### config.mk
export PLATFORM = sky130hd
export DESIGN_NAME = cpu_console
export DESIGN_NICKNAME = d
export VERILOG_FILES = /design/src/rtl/cpu_console_pkg.sv /design/src/rtl/cpu_console_seg7_hex.sv /design/src/rtl/cpu_console.sv
export SDC_FILE = /design/constraint.sdc
export NUM_CORES = 1
export LEC_CHECK = 0
export BUFFER_PORTS_ARGS = -buffer_cell sky130_fd_sc_hd__buf_2
export CAP_MARGIN = 5
export CORE_MARGIN = 2
export CORE_UTILIZATION = 62
export DETAILED_ROUTE_END_ITERATION = 7
export PLACE_DENSITY_LB_ADDON = 0.25
export SYNTH_ARGS = -nofsm -noshare
export SYNTH_HDL_FRONTEND = slang
export SYNTH_SLANG_ARGS = --single-unit
### constraint.sdc
create_clock -name clock -period 9.5 [get_ports clock]
set_clock_uncertainty 0.1 [all_clocks]
set_input_delay 1.9 -clock clock [delete_from_list [all_inputs] [get_ports clock]]
set_output_delay 1.9 -clock clock [all_outputs]
set_load 0.05 [all_outputs]
### src/rtl/cpu_console_pkg.sv
// Shared types and constants for the front-panel console CPU: FSM states, opcodes, 7-segment glyphs.
// Latency: n/a (declarations only). Backpressure: n/a.
// Segment vectors are [1:7] = a..g, active-low.
package cpu_console_pkg;

    typedef enum logic [2:0] {
        S_OP   = 3'd0,
        S_RA   = 3'd1,
        S_RB   = 3'd2,
        S_EXEC = 3'd3,
        S_SHOW = 3'd4
    } state_t;

    localparam logic [3:0] OP_ADD = 4'd0;
    localparam logic [3:0] OP_SUB = 4'd1;
    localparam logic [3:0] OP_AND = 4'd2;
    localparam logic [3:0] OP_OR  = 4'd3;
    localparam logic [3:0] OP_XOR = 4'd4;
    localparam logic [3:0] OP_MOV = 4'd5;
    localparam logic [3:0] OP_SHL = 4'd6;
    localparam logic [3:0] OP_SHR = 4'd7;

    localparam logic [1:7] SEG_BLANK = 7'b1111111;
    localparam logic [1:7] SEG_o     = 7'b1100010;
    localparam logic [1:7] SEG_P     = 7'b0011000;
    localparam logic [1:7] SEG_r     = 7'b1111010;
    localparam logic [1:7] SEG_A     = 7'b0001000;
    localparam logic [1:7] SEG_b     = 7'b1100000;

    function automatic logic [1:7] hex_to_seg(input logic [3:0] nib);
        logic [1:7] seg;
        case (nib)
            4'h0: seg = 7'b0000001;
            4'h1: seg = 7'b1001111;
            4'h2: seg = 7'b0010010;
            4'h3: seg = 7'b0000110;
            4'h4: seg = 7'b1001100;
            4'h5: seg = 7'b0100100;
            4'h6: seg = 7'b0100000;
            4'h7: seg = 7'b0001111;
            4'h8: seg = 7'b0000000;
            4'h9: seg = 7'b0000100;
            4'hA: seg = 7'b0001000;
            4'hB: seg = 7'b1100000;
            4'hC: seg = 7'b0110001;
            4'hD: seg = 7'b1000010;
            4'hE: seg = 7'b0110000;
            default: seg = 7'b0111000;
        endcase
        return seg;
    endfunction

endpackage

### src/rtl/cpu_console_seg7_hex.sv
// Hex nibble to active-low 7-segment decoder.
// Latency: combinational. Backpressure: none.
// One instance per displayed hex digit.
module seg7_hex
    import cpu_console_pkg::*;
(
    input  logic [3:0] nib,
    output logic [1:7] seg
);

    assign seg = hex_to_seg(nib);

endmodule

### src/rtl/cpu_console.sv
// Front-panel CPU: button-stepped opcode/regA/regB entry, ALU on a register file, result on 4x 7-seg.
// Latency: press ~3 cycles after button falls (plus DEBOUNCE_CYCLES with CPU_CONSOLE_DEBOUNCE_EN); display registered +1.
// Backpressure: none; presses outside S_OP/S_RA/S_RB/S_SHOW are dropped.
module cpu_console
    import cpu_console_pkg::*;
#(
    parameter int DATA_W          = 8,
    parameter int NUM_REGS        = 8,
    parameter int SW_W            = 4,
    parameter int INIT_VAL        = 1,
    parameter int DEBOUNCE_CYCLES = 16
) (
    input  logic            clock,
    input  logic            reset,
    input  logic [SW_W-1:0] inputs,
    input  logic            setButton,
    output logic [1:7]      leds3,
    output logic [1:7]      leds2,
    output logic [1:7]      leds1,
    output logic [1:7]      leds0,
    output logic [2:0]      state
);

    localparam int IDX_W = (NUM_REGS > 1) ? $clog2(NUM_REGS) : 1;

    // Button path: the idle (released) level is 1, so sync flops reset high.
    logic btn_s1, btn_s2, btn_lvl, btn_prev, press;

    always_ff @(posedge clock) begin
        if (reset) begin
            btn_s1 <= 1'b1;
            btn_s2 <= 1'b1;
        end else begin
            btn_s1 <= setButton;
            btn_s2 <= btn_s1;
        end
    end

`ifdef CPU_CONSOLE_DEBOUNCE_EN
    localparam int CNT_W = $clog2(DEBOUNCE_CYCLES + 1);
    logic [CNT_W-1:0] deb_cnt;
    logic             deb_lvl;

    always_ff @(posedge clock) begin
        if (reset) begin
            deb_cnt <= '0;
            deb_lvl <= 1'b1;
        end else if (btn_s2 != deb_lvl) begin
            if (deb_cnt == CNT_W'(DEBOUNCE_CYCLES - 1)) begin
                deb_lvl <= btn_s2;
                deb_cnt <= '0;
            end else begin
                deb_cnt <= deb_cnt + 1'b1;
            end
        end else begin
            deb_cnt <= '0;
        end
    end

    assign btn_lvl = deb_lvl;
`else
    assign btn_lvl = btn_s2;
`endif

    always_ff @(posedge clock) begin
        if (reset) btn_prev <= 1'b1;
        else       btn_prev <= btn_lvl;
    end

    assign press = btn_prev & ~btn_lvl;

    // FSM
    state_t state_q, state_d;

    always_ff @(posedge clock) begin
        if (reset) state_q <= S_OP;
        else       state_q <= state_d;
    end

    always_comb begin
        state_d = state_q;
        case (state_q)
            S_OP:    if (press) state_d = S_RA;
            S_RA:    if (press) state_d = S_RB;
            S_RB:    if (press) state_d = S_EXEC;
            S_EXEC:  state_d = S_SHOW;
            S_SHOW:  if (press) state_d = S_OP;
            default: state_d = S_OP;
        endcase
    end

    assign state = state_q;

    // Register file and operand latches
    logic [DATA_W-1:0] regs [NUM_REGS];
    logic [SW_W-1:0]   op_code;
    logic [IDX_W-1:0]  id_a, id_b;
    logic [DATA_W-1:0] result_q, alu_r, op_a, op_b;
    logic              alu_we;
    logic [15:0]       op_ext;

    assign op_ext = 16'(op_code);
    assign op_a   = regs[id_a];
    assign op_b   = regs[id_b];

    always_comb begin
        alu_r  = op_a;
        alu_we = 1'b1;
        case (op_ext)
            {12'd0, OP_ADD}: alu_r = op_a + op_b;
            {12'd0, OP_SUB}: alu_r = op_a - op_b;
            {12'd0, OP_AND}: alu_r = op_a & op_b;
            {12'd0, OP_OR }: alu_r = op_a | op_b;
            {12'd0, OP_XOR}: alu_r = op_a ^ op_b;
            {12'd0, OP_MOV}: alu_r = op_b;
            {12'd0, OP_SHL}: alu_r = {op_a[DATA_W-2:0], 1'b0};
            {12'd0, OP_SHR}: alu_r = {1'b0, op_a[DATA_W-1:1]};
            default:         alu_we = 1'b0;
        endcase
    end

    always_ff @(posedge clock) begin
        if (reset) begin
            op_code  <= '0;
            id_a     <= '0;
            id_b     <= '0;
            result_q <= '0;
            for (int i = 0; i < NUM_REGS; i++) regs[i] <= DATA_W'(INIT_VAL);
        end else begin
            if (press && state_q == S_OP) op_code <= inputs;
            if (press && state_q == S_RA) id_a    <= inputs[IDX_W-1:0];
            if (press && state_q == S_RB) id_b    <= inputs[IDX_W-1:0];
            if (state_q == S_EXEC) begin
                result_q <= alu_r;
                if (alu_we) regs[id_a] <= alu_r;
            end
        end
    end

    // Display: one decoder for the field digit, four for the result
    logic [15:0] ida_ext, idb_ext, res_ext;
    logic [3:0]  fld_nib;
    logic [1:7]  fld_seg, res_seg3, res_seg2, res_seg1, res_seg0;
    logic [1:7]  nxt3, nxt2, nxt1, nxt0;

    assign ida_ext = 16'(id_a);
    assign idb_ext = 16'(id_b);
    assign res_ext = 16'(result_q);

    always_comb begin
        fld_nib = op_ext[3:0];
        if (state_q == S_RA) fld_nib = ida_ext[3:0];
        if (state_q == S_RB) fld_nib = idb_ext[3:0];
    end

    seg7_hex u_fld  (.nib(fld_nib),        .seg(fld_seg));
    seg7_hex u_res3 (.nib(res_ext[15:12]), .seg(res_seg3));
    seg7_hex u_res2 (.nib(res_ext[11:8]),  .seg(res_seg2));
    seg7_hex u_res1 (.nib(res_ext[7:4]),   .seg(res_seg1));
    seg7_hex u_res0 (.nib(res_ext[3:0]),   .seg(res_seg0));

    always_comb begin
        nxt3 = leds3;
        nxt2 = leds2;
        nxt1 = leds1;
        nxt0 = leds0;
        case (state_q)
            S_OP:   begin nxt3 = SEG_o; nxt2 = SEG_P; nxt1 = SEG_BLANK; nxt0 = fld_seg; end
            S_RA:   begin nxt3 = SEG_r; nxt2 = SEG_A; nxt1 = SEG_BLANK; nxt0 = fld_seg; end
            S_RB:   begin nxt3 = SEG_r; nxt2 = SEG_b; nxt1 = SEG_BLANK; nxt0 = fld_seg; end
            S_SHOW: begin nxt3 = res_seg3; nxt2 = res_seg2; nxt1 = res_seg1; nxt0 = res_seg0; end
            default: ;
        endcase
    end

    always_ff @(posedge clock) begin
        if (reset) begin
            leds3 <= SEG_BLANK;
            leds2 <= SEG_BLANK;
            leds1 <= SEG_BLANK;
            leds0 <= SEG_BLANK;
        end else begin
            leds3 <= nxt3;
            leds2 <= nxt2;
            leds1 <= nxt1;
            leds0 <= nxt0;
        end
    end

endmodule

==> reports/metrics.cfg <==
[route]
via_per_inst=6.49
drcViolationCount=0
wirelength_um=19700
dr.pass1.iters=5
postRouteAntennaNets=0
drtIter0Drc=732
route.detailed.wl_per_inst_um=20.8
vias=6139

[synth]
syn_nets=794
synthXorXnorAreaFrac_pct=1.35
synth_area_sq_mm=0.00771
yosysUniqueCellTypes=74
synth_simple_gate_area_share_pct=16.2
synth_top_family_by_area=simple AND/OR/NAND/NOR gates
synth_flop_cell=dfxtp_1
yosys_warnings=0
synth_area_per_cell_sq_um=10.3
yosysTopAreaCell=edfxtp_1
synthCells=745
synth.area.top_cells=edfxtp_1 (25%), dfxtp_1 (17%), mux4_2 (8.8%)
synth_mux_area_share_pct=14.5
synth_edf_count=64
synth_compound_area_share_pct=14.4
synthArstFlopShare_pct=0
ys_seq_area_share_pct=42.3
synthAdderAreaFrac_pct=6.91
yosys_register_bits=131
synth.top_cell.area_share_pct=24.9

[timing]
fin_tns_setup_ns=0
relSlewSlack_pct=22.7
fmax_mhz=168
rsz0062_at_grt=false
period_needed_ns=5.93
worst_pin_slew_ns=1.14
period_share_pct=62.5
drv_slew=0
setup_viol=0
final.setup.worst_slack_ns=3.57
hold_violations=0

[cts]
htreeDepth=4
postCtsSetupBuffers=0
clkSlewWorstSetupHoldPaths_ns=0.06
clock_latency_ns=0.41
hold_buffers=0
cts_tree=yes
cts_buffer_depth=2
cts_made_buffers=17
cts_root_buf=clkbuf_16
cts-resized-gates=0
cts_sinks=131

[place]
pre_cts_ws_ns=3.61
globalplace.congestion=0.930
hpwl_um=14000
place_inst=914
port_buffers=37

[power_and_ir_drop]
power.density_mw_per_mm2=163
ir_drop_uv=144
leakagePower_nw=3.19

[floorplanning]
ioPinCount=38
coreArea_sq_mm=0.0121
dieArea_sq_mm=0.0133
rows=40
die_w_um=116
die_h_um=116
initial_core_util_pct=63.9

[worst_setup_path]
regToRegSetupSlack_ns=3.57
critPathMaxStageDelay_ns=1.05
cp.arrival_ns=6.18
crit_type=reg -> reg
end_kind=flop
r2r-end=u_res1.seg[4]
r2r_cells=20
slowest_stage=dfxtp_1
cp.required_ns=9.75
worstPathMaxFanout=20
start_kind=flop
path_common_cell=nor2_1
path_cells=mux4_2, mux2i_1, ha_1, nor2_1, a21oi_1, inv_1, ha_1, nor2b_1, o2111ai_1, nand3b_1, xnor2_1, nor2_1, o41ai_2, o21a_1, nor2_1, inv_1, ha_1, nor2_1, a2111o_1, o21ai_1

[worst_hold_path]
hold_depth=1
holdPathEnd=btn_lvl
hp-start=btn_s1
worstHoldPathType=reg -> reg

[cells_and_area]
n_fill_cell=897
final_nets=814
insertedDiodeCount=0
drive_gt1_share_pct=16.6
final_common_cell=nor2_1
final_cell_mix=nor2_1 (120), dfxtp_1 (67), edfxtp_1 (64)
syn2layout_area_growth_pct=10.1
stdcell_count=946

[grt]
grt_pass1_vias=6127
grtUsageTotal_pct=31.7
grt_max_degree=65
grt_overflow_total=0
grt_pass1_wl_um=32100
antenna_found_initial=0

[run]
cap_violations=0

[run_status]
status=finished clean

metal layers:
layer	vias up	track usage, %	share of wire (%)
li1	2779	-	-
met1	2959	39.6	38
met2	334	53.1	50
met3	67	6.28	8.3
met4	0	15.0	3.9
met5	-	0	0
sequential cells by signal, indices dropped and copies added, names as in the netlist, named ones only:
signal	flops
btn_lvl	1
leds1	7
leds0	7
op_code	4
id_b	3
id_a	3
leds3	4
result_q	8
leds2	5
regs	64
state	3
u_res1.seg	7
btn_prev	1
btn_s1	1
u_res0.seg	7
layout make-up:
| class | instances | area [sq um] | share of cell area, % |
|---|---|---|---|
| clock buffers | 20 | 467 | 5.50 |
| clock inverters | 12 | 80.1 | 0.943 |
| inverters | 31 | 116 | 1.37 |
| multi-input cells | 540 | 4110 | 48.5 |
| flip-flops and latches | 131 | 3260 | 38.4 |
| well taps | 168 | 210 | 2.48 |
| repair buffers | 44 | 238 | 2.80 |
through the flow:
stage | hold slack, ns | total power [mW] | cell area (sq um) | utilization [%]
after floorplan | 0.289 | 0.749 | 7710 | -
after global placement | 0.296 | 0.787 | 7940 | 65.8
after detailed placement | 0.317 | 0.792 | 7940 | 65.8
after CTS | 0.330 | 1.38 | 8490 | 70.4
after global routing | 0.330 | 1.42 | 8490 | 70.4
final | 0.325 | 1.38 | 8490 | 70.4
Yosys cell counts, types with 3 or more instances:
| cell | count |
|---|---|
| clkbuf_1 | 21 |
| o221ai_1 | 4 |
| a221oi_1 | 4 |
| o21ai_0 | 21 |
| o32ai_1 | 3 |
| nand2_1 | 43 |
| a21o_1 | 5 |
| dfxtp_1 | 67 |
| ha_1 | 41 |
| o21ai_1 | 8 |
| buf_2 | 11 |
| or3_1 | 3 |
| or2_2 | 5 |
| nor2_1 | 120 |
| mux2i_1 | 28 |
| buf_6 | 3 |
| o21a_1 | 9 |
| o211ai_1 | 4 |
| and2_1 | 3 |
| mux4_2 | 30 |
| xnor2_1 | 9 |
| buf_1 | 3 |
| a21oi_1 | 28 |
| nand3_1 | 21 |
| inv_1 | 30 |
| nor4_1 | 3 |
| nor3_1 | 15 |
| buf_4 | 5 |
| nand3b_1 | 6 |
| nand2b_1 | 24 |
| o22a_1 | 4 |
| nor2b_1 | 10 |
| a211oi_1 | 7 |
| edfxtp_1 | 64 |
| o22ai_1 | 21 |
| a211o_1 | 10 |
| a31oi_1 | 4 |
logic make-up after synthesis:
group / after synthesis
buffers and inverters: 74
muxes: 67
DFF: 131
xor gates and xnor gates: 11
and+or+nand+nor: 265
adders and majority gates: 42
AOI/OAI and AO/OA: 155
worst max path at each step:
stage | from | end | slack [ns] | depth (start not counted)
detailed placement | flop | u_res1.seg[4] | 3.61 | 20
floorplan | flop | u_res1.seg[2] | 4.81 | 20
finish | flop | u_res1.seg[4] | 3.57 | 20
global route | flop | u_res1.seg[4] | 3.03 | 20
CTS | flop | u_res1.seg[4] | 3.60 | 20
global placement | flop | u_res1.seg[4] | 3.84 | 20
critical path, delay by kind of cell, from the launching register on:
kind | cells | cell delay [ns]
compound gates | 6 | 1.93
xor+xnor | 1 | 0.16
fa+ha+maj | 3 | 0.77
buf+inv | 2 | 0.25
flops | 1 | 1.05
mux | 2 | 1.02
simple gates | 6 | 0.56
report_power, final:
| part | leakage [nW] | switching, mW | internal (mW) |
|---|---|---|---|
| Clock | 0.265 | 0.244 | 0.353 |
| Combinational | 1.75 | 0.113 | 0.0527 |
| Sequential | 1.18 | 0.0115 | 0.607 |
Power figures use the tool's default switching activity.
